File: src/rtl/nd_2to1_pkg.sv
// rtl/nd_2to1_pkg.sv - shared node-network constants and types for the 2-to-1 merger
//
// Purpose: global message-field widths, on/off levels, the message-bundle width
//          macro, and the channel identifier used by the round-robin pointer.
// Ports:   none (package).

`ifndef NS_GLOBAL_DEFS
`define NS_GLOBAL_DEFS
`define NS_ON 1'b1
`define NS_OFF 1'b0
`define NS_ADDRESS_SIZE 8
`define NS_DATA_SIZE 32
`define NS_REDUN_SIZE 8
`define NS_MSG_SIZE(asz, dsz, rsz) ((asz) * 2 + (dsz) + (rsz))
`endif

package nd_2to1_pkg;

    localparam int NS_ASZ = `NS_ADDRESS_SIZE;
    localparam int NS_DSZ = `NS_DATA_SIZE;
    localparam int NS_RSZ = `NS_REDUN_SIZE;

    // Input channel identifier; also the encoding of the round-robin pointer.
    typedef enum logic {
        CH0 = 1'b0,
        CH1 = 1'b1
    } ch_e;

    // The channel that gets preference after a grant to channel c.
    function automatic ch_e other_ch(input ch_e c);
        return (c == CH0) ? CH1 : CH0;
    endfunction

endpackage

File: src/rtl/nd_msg_fifo.sv
// rtl/nd_msg_fifo.sv - message FIFO used by the 2-to-1 merger
//
// Purpose: FSZ-deep first-in first-out store of whole message bundles.
//          Head is presented combinationally on data_out; pop advances it.
// Ports:
//   clk       in   clock
//   rst_n     in   asynchronous active-low reset (empties the FIFO)
//   push      in   write data_in at the tail (ignored when full)
//   data_in   in   message to write
//   pop       in   discard the head (ignored when empty)
//   data_out  out  head message
//   full      out  count == FSZ
//   empty     out  count == 0
//   count     out  messages held, $clog2(FSZ)+1 bits

module nd_msg_fifo
    import nd_2to1_pkg::*;
#(
    parameter int FSZ = 4,
    parameter int MW  = 8
) (
    input  logic                 clk,
    input  logic                 rst_n,
    input  logic                 push,
    input  logic [MW-1:0]        data_in,
    input  logic                 pop,
    output logic [MW-1:0]        data_out,
    output logic                 full,
    output logic                 empty,
    output logic [$clog2(FSZ):0] count
);

    localparam int PW = $clog2(FSZ);

    logic [MW-1:0] mem_q [FSZ];
    logic [PW-1:0] wr_ptr_q, wr_ptr_d;
    logic [PW-1:0] rd_ptr_q, rd_ptr_d;
    logic [PW:0]   count_q, count_d;
    logic          do_push, do_pop;

    assign full     = (count_q == (PW + 1)'(FSZ));
    assign empty    = (count_q == '0);
    assign count    = count_q;
    assign data_out = mem_q[rd_ptr_q];

    assign do_push = push & ~full;
    assign do_pop  = pop & ~empty;

    // FSZ is a power of two, so the pointers wrap by plain overflow.
    always_comb begin
        wr_ptr_d = wr_ptr_q;
        rd_ptr_d = rd_ptr_q;
        count_d  = count_q + {{PW{1'b0}}, do_push} - {{PW{1'b0}}, do_pop};
        if (do_push) begin
            wr_ptr_d = wr_ptr_q + PW'(1);
        end
        if (do_pop) begin
            rd_ptr_d = rd_ptr_q + PW'(1);
        end
    end

    always_ff @(posedge clk or negedge rst_n) begin
        if (!rst_n) begin
            wr_ptr_q <= '0;
            rd_ptr_q <= '0;
            count_q  <= '0;
        end else begin
            wr_ptr_q <= wr_ptr_d;
            rd_ptr_q <= rd_ptr_d;
            count_q  <= count_d;
        end
    end

    // Storage needs no reset: an empty FIFO never presents its contents.
    always_ff @(posedge clk) begin
        if (do_push) begin
            mem_q[wr_ptr_q] <= data_in;
        end
    end

endmodule

File: src/rtl/nd_2to1.sv
// rtl/nd_2to1.sv - two-input round-robin message merger with 4-phase req/ack channels
//
// Purpose: accepts messages from two 4-phase input channels, arbitrates
//          round-robin, queues them in nd_msg_fifo and re-emits them in
//          acceptance order on one 4-phase output channel.
// Ports:
//   gch_clk / gch_reset  in   clock / asynchronous active-low reset
//   gch_ready            out  high from the first edge after reset release
//   rcvN_req             in   input channel N request (synchronised)
//   rcvN_ack             out  input channel N acknowledge
//   rcvN_src/dst/dat/red in   input channel N message fields
//   snd0_req             out  output request
//   snd0_ack             in   output acknowledge (synchronised)
//   snd0_src/dst/dat/red out  output message fields, held between loads

module nd_2to1
    import nd_2to1_pkg::*;
#(
    parameter int FSZ       = 4,
    parameter int ASZ       = NS_ASZ,
    parameter int DSZ       = NS_DSZ,
    parameter int RSZ       = NS_RSZ,
    parameter int SYNC_STGS = 2
) (
    input  logic           gch_clk,
    input  logic           gch_reset,
    output logic           gch_ready,
    input  logic           rcv0_req,
    output logic           rcv0_ack,
    input  logic [ASZ-1:0] rcv0_src,
    input  logic [ASZ-1:0] rcv0_dst,
    input  logic [DSZ-1:0] rcv0_dat,
    input  logic [RSZ-1:0] rcv0_red,
    input  logic           rcv1_req,
    output logic           rcv1_ack,
    input  logic [ASZ-1:0] rcv1_src,
    input  logic [ASZ-1:0] rcv1_dst,
    input  logic [DSZ-1:0] rcv1_dat,
    input  logic [RSZ-1:0] rcv1_red,
    output logic           snd0_req,
    input  logic           snd0_ack,
    output logic [ASZ-1:0] snd0_src,
    output logic [ASZ-1:0] snd0_dst,
    output logic [DSZ-1:0] snd0_dat,
    output logic [RSZ-1:0] snd0_red
);

    localparam int MW = `NS_MSG_SIZE(ASZ, DSZ, RSZ);
    localparam int CW = $clog2(FSZ) + 1;

    logic [SYNC_STGS-1:0] req0_sync_q, req1_sync_q, ack_sync_q;
    logic                 sreq0, sreq1, sack;

    logic          ready_q;
    logic          rcv0_ack_q, rcv0_ack_d;
    logic          rcv1_ack_q, rcv1_ack_d;
    ch_e           ptr_q, ptr_d;
    logic          snd_req_q, snd_req_d;
    logic [MW-1:0] snd_msg_q, snd_msg_d;

    logic          elig0, elig1, grant0, grant1;
    logic          fifo_push, fifo_pop, fifo_full, fifo_empty;
    logic [MW-1:0] msg0, msg1, fifo_din, fifo_dout;
    logic [CW-1:0] unused_fifo_count;

    assign sreq0 = req0_sync_q[SYNC_STGS-1];
    assign sreq1 = req1_sync_q[SYNC_STGS-1];
    assign sack  = ack_sync_q[SYNC_STGS-1];

    assign msg0 = {rcv0_src, rcv0_dst, rcv0_dat, rcv0_red};
    assign msg1 = {rcv1_src, rcv1_dst, rcv1_dat, rcv1_red};

    // A channel is eligible only once its previous ack has been withdrawn.
    assign elig0 = sreq0 & ~rcv0_ack_q & ready_q;
    assign elig1 = sreq1 & ~rcv1_ack_q & ready_q;

    // Full is the registered count, so a pop this cycle cannot free a slot
    // for a push in the same cycle.
    assign grant0 = ~fifo_full & elig0 & (~elig1 | (ptr_q == CH0));
    assign grant1 = ~fifo_full & elig1 & (~elig0 | (ptr_q == CH1));

    assign fifo_push = grant0 | grant1;
    assign fifo_din  = grant0 ? msg0 : msg1;

    // Load the output only after the previous handshake has fully returned to zero.
    assign fifo_pop = ~snd_req_q & ~sack & ~fifo_empty;

    always_comb begin
        rcv0_ack_d = rcv0_ack_q;
        rcv1_ack_d = rcv1_ack_q;
        ptr_d      = ptr_q;
        snd_req_d  = snd_req_q;
        snd_msg_d  = snd_msg_q;

        if (grant0) begin
            rcv0_ack_d = `NS_ON;
        end else if (!sreq0) begin
            rcv0_ack_d = `NS_OFF;
        end

        if (grant1) begin
            rcv1_ack_d = `NS_ON;
        end else if (!sreq1) begin
            rcv1_ack_d = `NS_OFF;
        end

        if (fifo_push) begin
            ptr_d = other_ch(grant0 ? CH0 : CH1);
        end

        if (fifo_pop) begin
            snd_req_d = `NS_ON;
            snd_msg_d = fifo_dout;
        end else if (snd_req_q && sack) begin
            snd_req_d = `NS_OFF;
        end
    end

    always_ff @(posedge gch_clk or negedge gch_reset) begin
        if (!gch_reset) begin
            req0_sync_q <= '0;
            req1_sync_q <= '0;
            ack_sync_q  <= '0;
            ready_q     <= `NS_OFF;
            rcv0_ack_q  <= `NS_OFF;
            rcv1_ack_q  <= `NS_OFF;
            ptr_q       <= CH0;
            snd_req_q   <= `NS_OFF;
            snd_msg_q   <= '0;
        end else begin
            req0_sync_q <= {req0_sync_q[SYNC_STGS-2:0], rcv0_req};
            req1_sync_q <= {req1_sync_q[SYNC_STGS-2:0], rcv1_req};
            ack_sync_q  <= {ack_sync_q[SYNC_STGS-2:0], snd0_ack};
            ready_q     <= `NS_ON;
            rcv0_ack_q  <= rcv0_ack_d;
            rcv1_ack_q  <= rcv1_ack_d;
            ptr_q       <= ptr_d;
            snd_req_q   <= snd_req_d;
            snd_msg_q   <= snd_msg_d;
        end
    end

    nd_msg_fifo #(
        .FSZ (FSZ),
        .MW  (MW)
    ) u_fifo (
        .clk      (gch_clk),
        .rst_n    (gch_reset),
        .push     (fifo_push),
        .data_in  (fifo_din),
        .pop      (fifo_pop),
        .data_out (fifo_dout),
        .full     (fifo_full),
        .empty    (fifo_empty),
        .count    (unused_fifo_count)
    );

    assign gch_ready = ready_q;
    assign rcv0_ack  = rcv0_ack_q;
    assign rcv1_ack  = rcv1_ack_q;
    assign snd0_req  = snd_req_q;
    assign {snd0_src, snd0_dst, snd0_dat, snd0_red} = snd_msg_q;

endmodule
File: config.mk
export PLATFORM = sky130hd
export DESIGN_NAME = nd_2to1
export DESIGN_NICKNAME = d
export VERILOG_FILES = /design/src/rtl/nd_2to1_pkg.sv /design/src/rtl/nd_msg_fifo.sv /design/src/rtl/nd_2to1.sv
export SDC_FILE = /design/constraint.sdc
export NUM_CORES = 1
export LEC_CHECK = 0
export CORE_MARGIN = 2
export CORE_UTILIZATION = 40
export DETAILED_ROUTE_END_ITERATION = 8
export HOLD_SLACK_MARGIN = 0.15
export PLACE_DENSITY = 0.67
export SYNTH_ARGS = -nofsm -noshare
export SYNTH_HDL_FRONTEND = slang
export SYNTH_SLANG_ARGS = --single-unit
export TNS_END_PERCENT = 30
File: constraint.sdc
create_clock -name gch_clk -period 2.5 [get_ports gch_clk]
set_input_delay 0.5 -clock gch_clk [delete_from_list [all_inputs] [get_ports gch_clk]]
set_output_delay 0.5 -clock gch_clk [all_outputs]
set_load 0.02 [all_outputs]
==> summary by stage <==
Global routing
The wire length of the first global-routing pass is 36,400 um. Entering global routing, the biggest net connects 58 pins. The number of global-route vias before repair is 6,420.

The overall global routing resource usage is 15.5%. The initial antenna violation count came to 0. For this run the aggregate overflow at the end of global routing stands at 0.

Timing
The worst slew margin relative to its limit is 55.7%. For the pin with the worst max-slew slack, the measured transition is 0.664 ns. The final-report setup violation count is 0. The post-route worst hold slack is 0.355 ns.

The maximum clock frequency is 0.459 GHz. The count of endpoints failing hold in the final timing report is 0. The ratio of final minimum period to clock period is 87.2%. The final setup skew is 0.0133 ns.

The count of final max-slew check failures was 0. The final critical-path required period is 2.18 ns. Setup repair after global routing left no endpoint under its margin.

Setup path
The peak fanout along the critical path is 4. The dominant delay contributor by cell family on the critical path is adder cells. The critical path buffer and inverter count is 2. STA classifies the critical path startpoint as a register.

The start-to-end type of the worst setup path is register to register. STA puts the critical path data arrival time at 2.60 ns. The required time reported for the critical path endpoint is 2.92 ns.

In this design, the stage delay of the slowest critical-path cell is 0.41 ns. The critical path goes through nor3_1, or3_4, inv_1, ha_1, inv_1, ha_1, fa_1, xnor2_1. The worst setup path is captured at a register. In this run the register-to-register setup slack is 0.32 ns. The cell with the biggest individual delay on the critical path is dfrtp_1.

Floorplanning
The die height is 175 um. The total number of placement rows is 62. The initial cell density of the core is 40.7%. 177 I/O pins were placed. The floorplan step defined a core boundary enclosing 28,800 um^2. The die area is 30,700 um^2. The width of the die is 175 um.

Yosys
The share of the synthesized area in the top cell type is 57.4%. The count of distinct cell types in the synthesized netlist is 33. The flip-flop and latch count after synthesis is 298. By area the synthesized netlist is led by edfxtp_1 (57%), dfrtp_1 (16%), mux4_2 (10%). The yosys synthesis warning count is 0. In this run the cell area of the synthesized design comes to 11,700 um^2. Synthesis produced a netlist with a net count of 660. Of the synthesized area, sequential elements account for 73.2%.

The average instance in the mapped netlist occupies 21.9 um^2. Synthesis handed over a netlist of 536 instances. The biggest area contributor in the post-synthesis netlist is edfxtp_1.

CTS
The clock latency on the worst-skew pair is 0.54 ns. Counting the buffers created by CTS gives 30. No sink is reached through more buffers than the 3 on the longest clock path. For this design, the sink count on the clock tree is 298.

The root buffer cell chosen for the clock tree is clkbuf_16. The H-tree depth reported by CTS is 1. After clock tree synthesis, the clock-pin slew on the worst setup and hold paths is 0.06 ns. The TritonCTS clock tree is done.

Power
The overall power of the completed layout is 16.9 mW. IR analysis of the VDD net gives a maximum drop of 0.463 mV. The power density over the cells is 1120 nW/um^2. The static leakage power is 5.32 nW.

Routing
The residual DRC count is 0. The routed layout has 5,755 vias. The first-iteration detailed-routing DRC count is 294. The via count normalized by instance count is 5.03.

For this block, the routed nets add up to 23,600 um of wire. The number of nets with antenna violations after routing is 0. The first TritonRoute pass finished after 4 iterations. The final routed wire length divided by cell count is 20.6 um.

Place
In this run the tool buffered the top-level ports with 176 buffer cells. The HPWL after detailed placement is 14,700 um. After detailed placement, the total cell area comes to 14,100 um^2. The global placer's final weighted congestion is 0.712.

Cells and area
The top cell types in the final layout, fill and taps aside, are edfxtp_1 (224), clkdlybuf4s50_1 (175), mux2_2 (87). After filler insertion, the fill cell instance count of the layout stands at 2,229. The number of nets in the final layout is 859. The repair_antennas step left the layout with diodes totalling 0.

The area growth from synthesis to layout is 28.4%. Of the cells placed in the final design, the portion with a size suffix greater than 1 is 30.3%. The final design area excluding fillers is 15,100 um^2.

The library cell used most frequently in the layout, excluding fill and tap cells, is edfxtp_1.

Status
The run finished with clean final reports.

Min path
The path class of the tightest hold or removal check is register to register.

Job
The max-capacitance violation count is 0.
## kinds of logic (layout without fill, tap and decap cells)
group	after synthesis	after routing	synth area share, %
AO/OA/AOI/OAI	5	5	0.352
XOR/XNOR	5	5	0.374
adder cells (fa/ha/maj)	7	7	0.811
multiplexers	169	169	22.4
flip-flops	298	298	73.2
AND/OR/NAND/NOR	16	16	0.832
buffers and inverters	35	258	2.05
other	1	1	0.0320
## cell type report
class / count / area [um^2] / share of cell area (%)
Clock buffer: 46 / 893 / 5.93
Clock inverter: 10 / 80.1 / 0.532
Inverter: 9 / 33.8 / 0.224
Multi-Input combinational cell: 203 / 2930 / 19.5
Sequential cell: 298 / 8580 / 57.0
Tap cell: 384 / 480 / 3.19
Timing Repair Buffer: 193 / 2050 / 13.6
## cell usage after synthesis, drive strengths merged
| library cell | instances |
|---|---|
| o2111ai | 1 |
| buf | 23 |
| or4b | 1 |
| nor2b | 1 |
| mux4 | 56 |
| ha | 6 |
| mux2 | 113 |
| xor2 | 1 |
| nor3 | 1 |
| nand3b | 2 |
| dfrtp | 74 |
| or3b | 1 |
| fa | 1 |
| nand2b | 1 |
| and2 | 4 |
| a21boi | 1 |
| nor2 | 1 |
| or3 | 1 |
| nand2 | 3 |
| inv | 9 |
| xnor2 | 4 |
| a21oi | 1 |
| conb | 1 |
| o21ai | 2 |
| clkbuf | 3 |
| edfxtp | 224 |
## per-layer routing
metal | global-route usage, % | wire length, um
met1 | 19.9 | 9930
met3 | 3.00 | 1270
met2 | 27.1 | 11900
met4 | 3.92 | 462
met5 | 0 | 0
## where the power goes
group,total (mW),leakage (nW),switching [mW],internal (mW)
clock,4.33,0.479,1.77,2.56
combinational,5.43,1.93,2.49,2.94
sequential,7.17,2.91,0.511,6.66
## registers in the layout, indices dropped and copies added (netlist names)
signal / flops
snd0_req: 1
snd_msg_q: 56
rcv0_ack: 1
rcv1_ack: 1
u_fifo.rd_ptr_q: 2
u_fifo.wr_ptr_q: 2
gch_ready: 1
ptr_q: 1
req0_sync_q: 2
u_fifo.mem_q: 224
u_fifo.count: 3
ack_sync_q: 2
req1_sync_q: 2
## through the flow
stage / TNS [ns] / std cells / utilization, % / setup slack, ns
after floorplan: -30.80 / 536 / - / -0.275
after global placement: 0 / 1086 / 48.9 / 0.430
after detailed placement: 0 / 1086 / 48.9 / 0.337
after CTS: 0 / 1143 / 52.3 / 0.311
after global routing: 0 / 1143 / 52.3 / 0.178
final: 0 / 1143 / 52.3 / 0.320
## worst reg2reg max path, cell delays in order (launching register included)
cell     delay, ns
dfrtp_1       0.41
nor3_1        0.32
or3_4         0.22
inv_1         0.05
ha_1          0.28
inv_1         0.04
ha_1          0.19
fa_1          0.40
xnor2_1       0.14
## final timing paths
| path | start | end | cells past startpoint |
|---|---|---|---|
| worst max-delay path | u_fifo.count[1] | u_fifo.count[2] | 8 |
| worst min-delay path | req0_sync_q[0] | req0_sync_q[1] | 0 |
| worst max register to register | u_fifo.count[1] | u_fifo.count[2] | 8 |
| worst min register to register | req0_sync_q[0] | req0_sync_q[1] | 0 |
| max in group asynchronous | gch_reset | snd_msg_q[9] | 3 |
| min in group asynchronous | gch_reset | snd_msg_q[39] | 2 |
## timing repair
item | in CTS | in global routing
setup buffers | 0 | 0
hold buffers | 1 | 0
resized for setup | 0 | 0
endpoints found under the hold margin | 41 | 0
(Power assumes the default switching activity.)
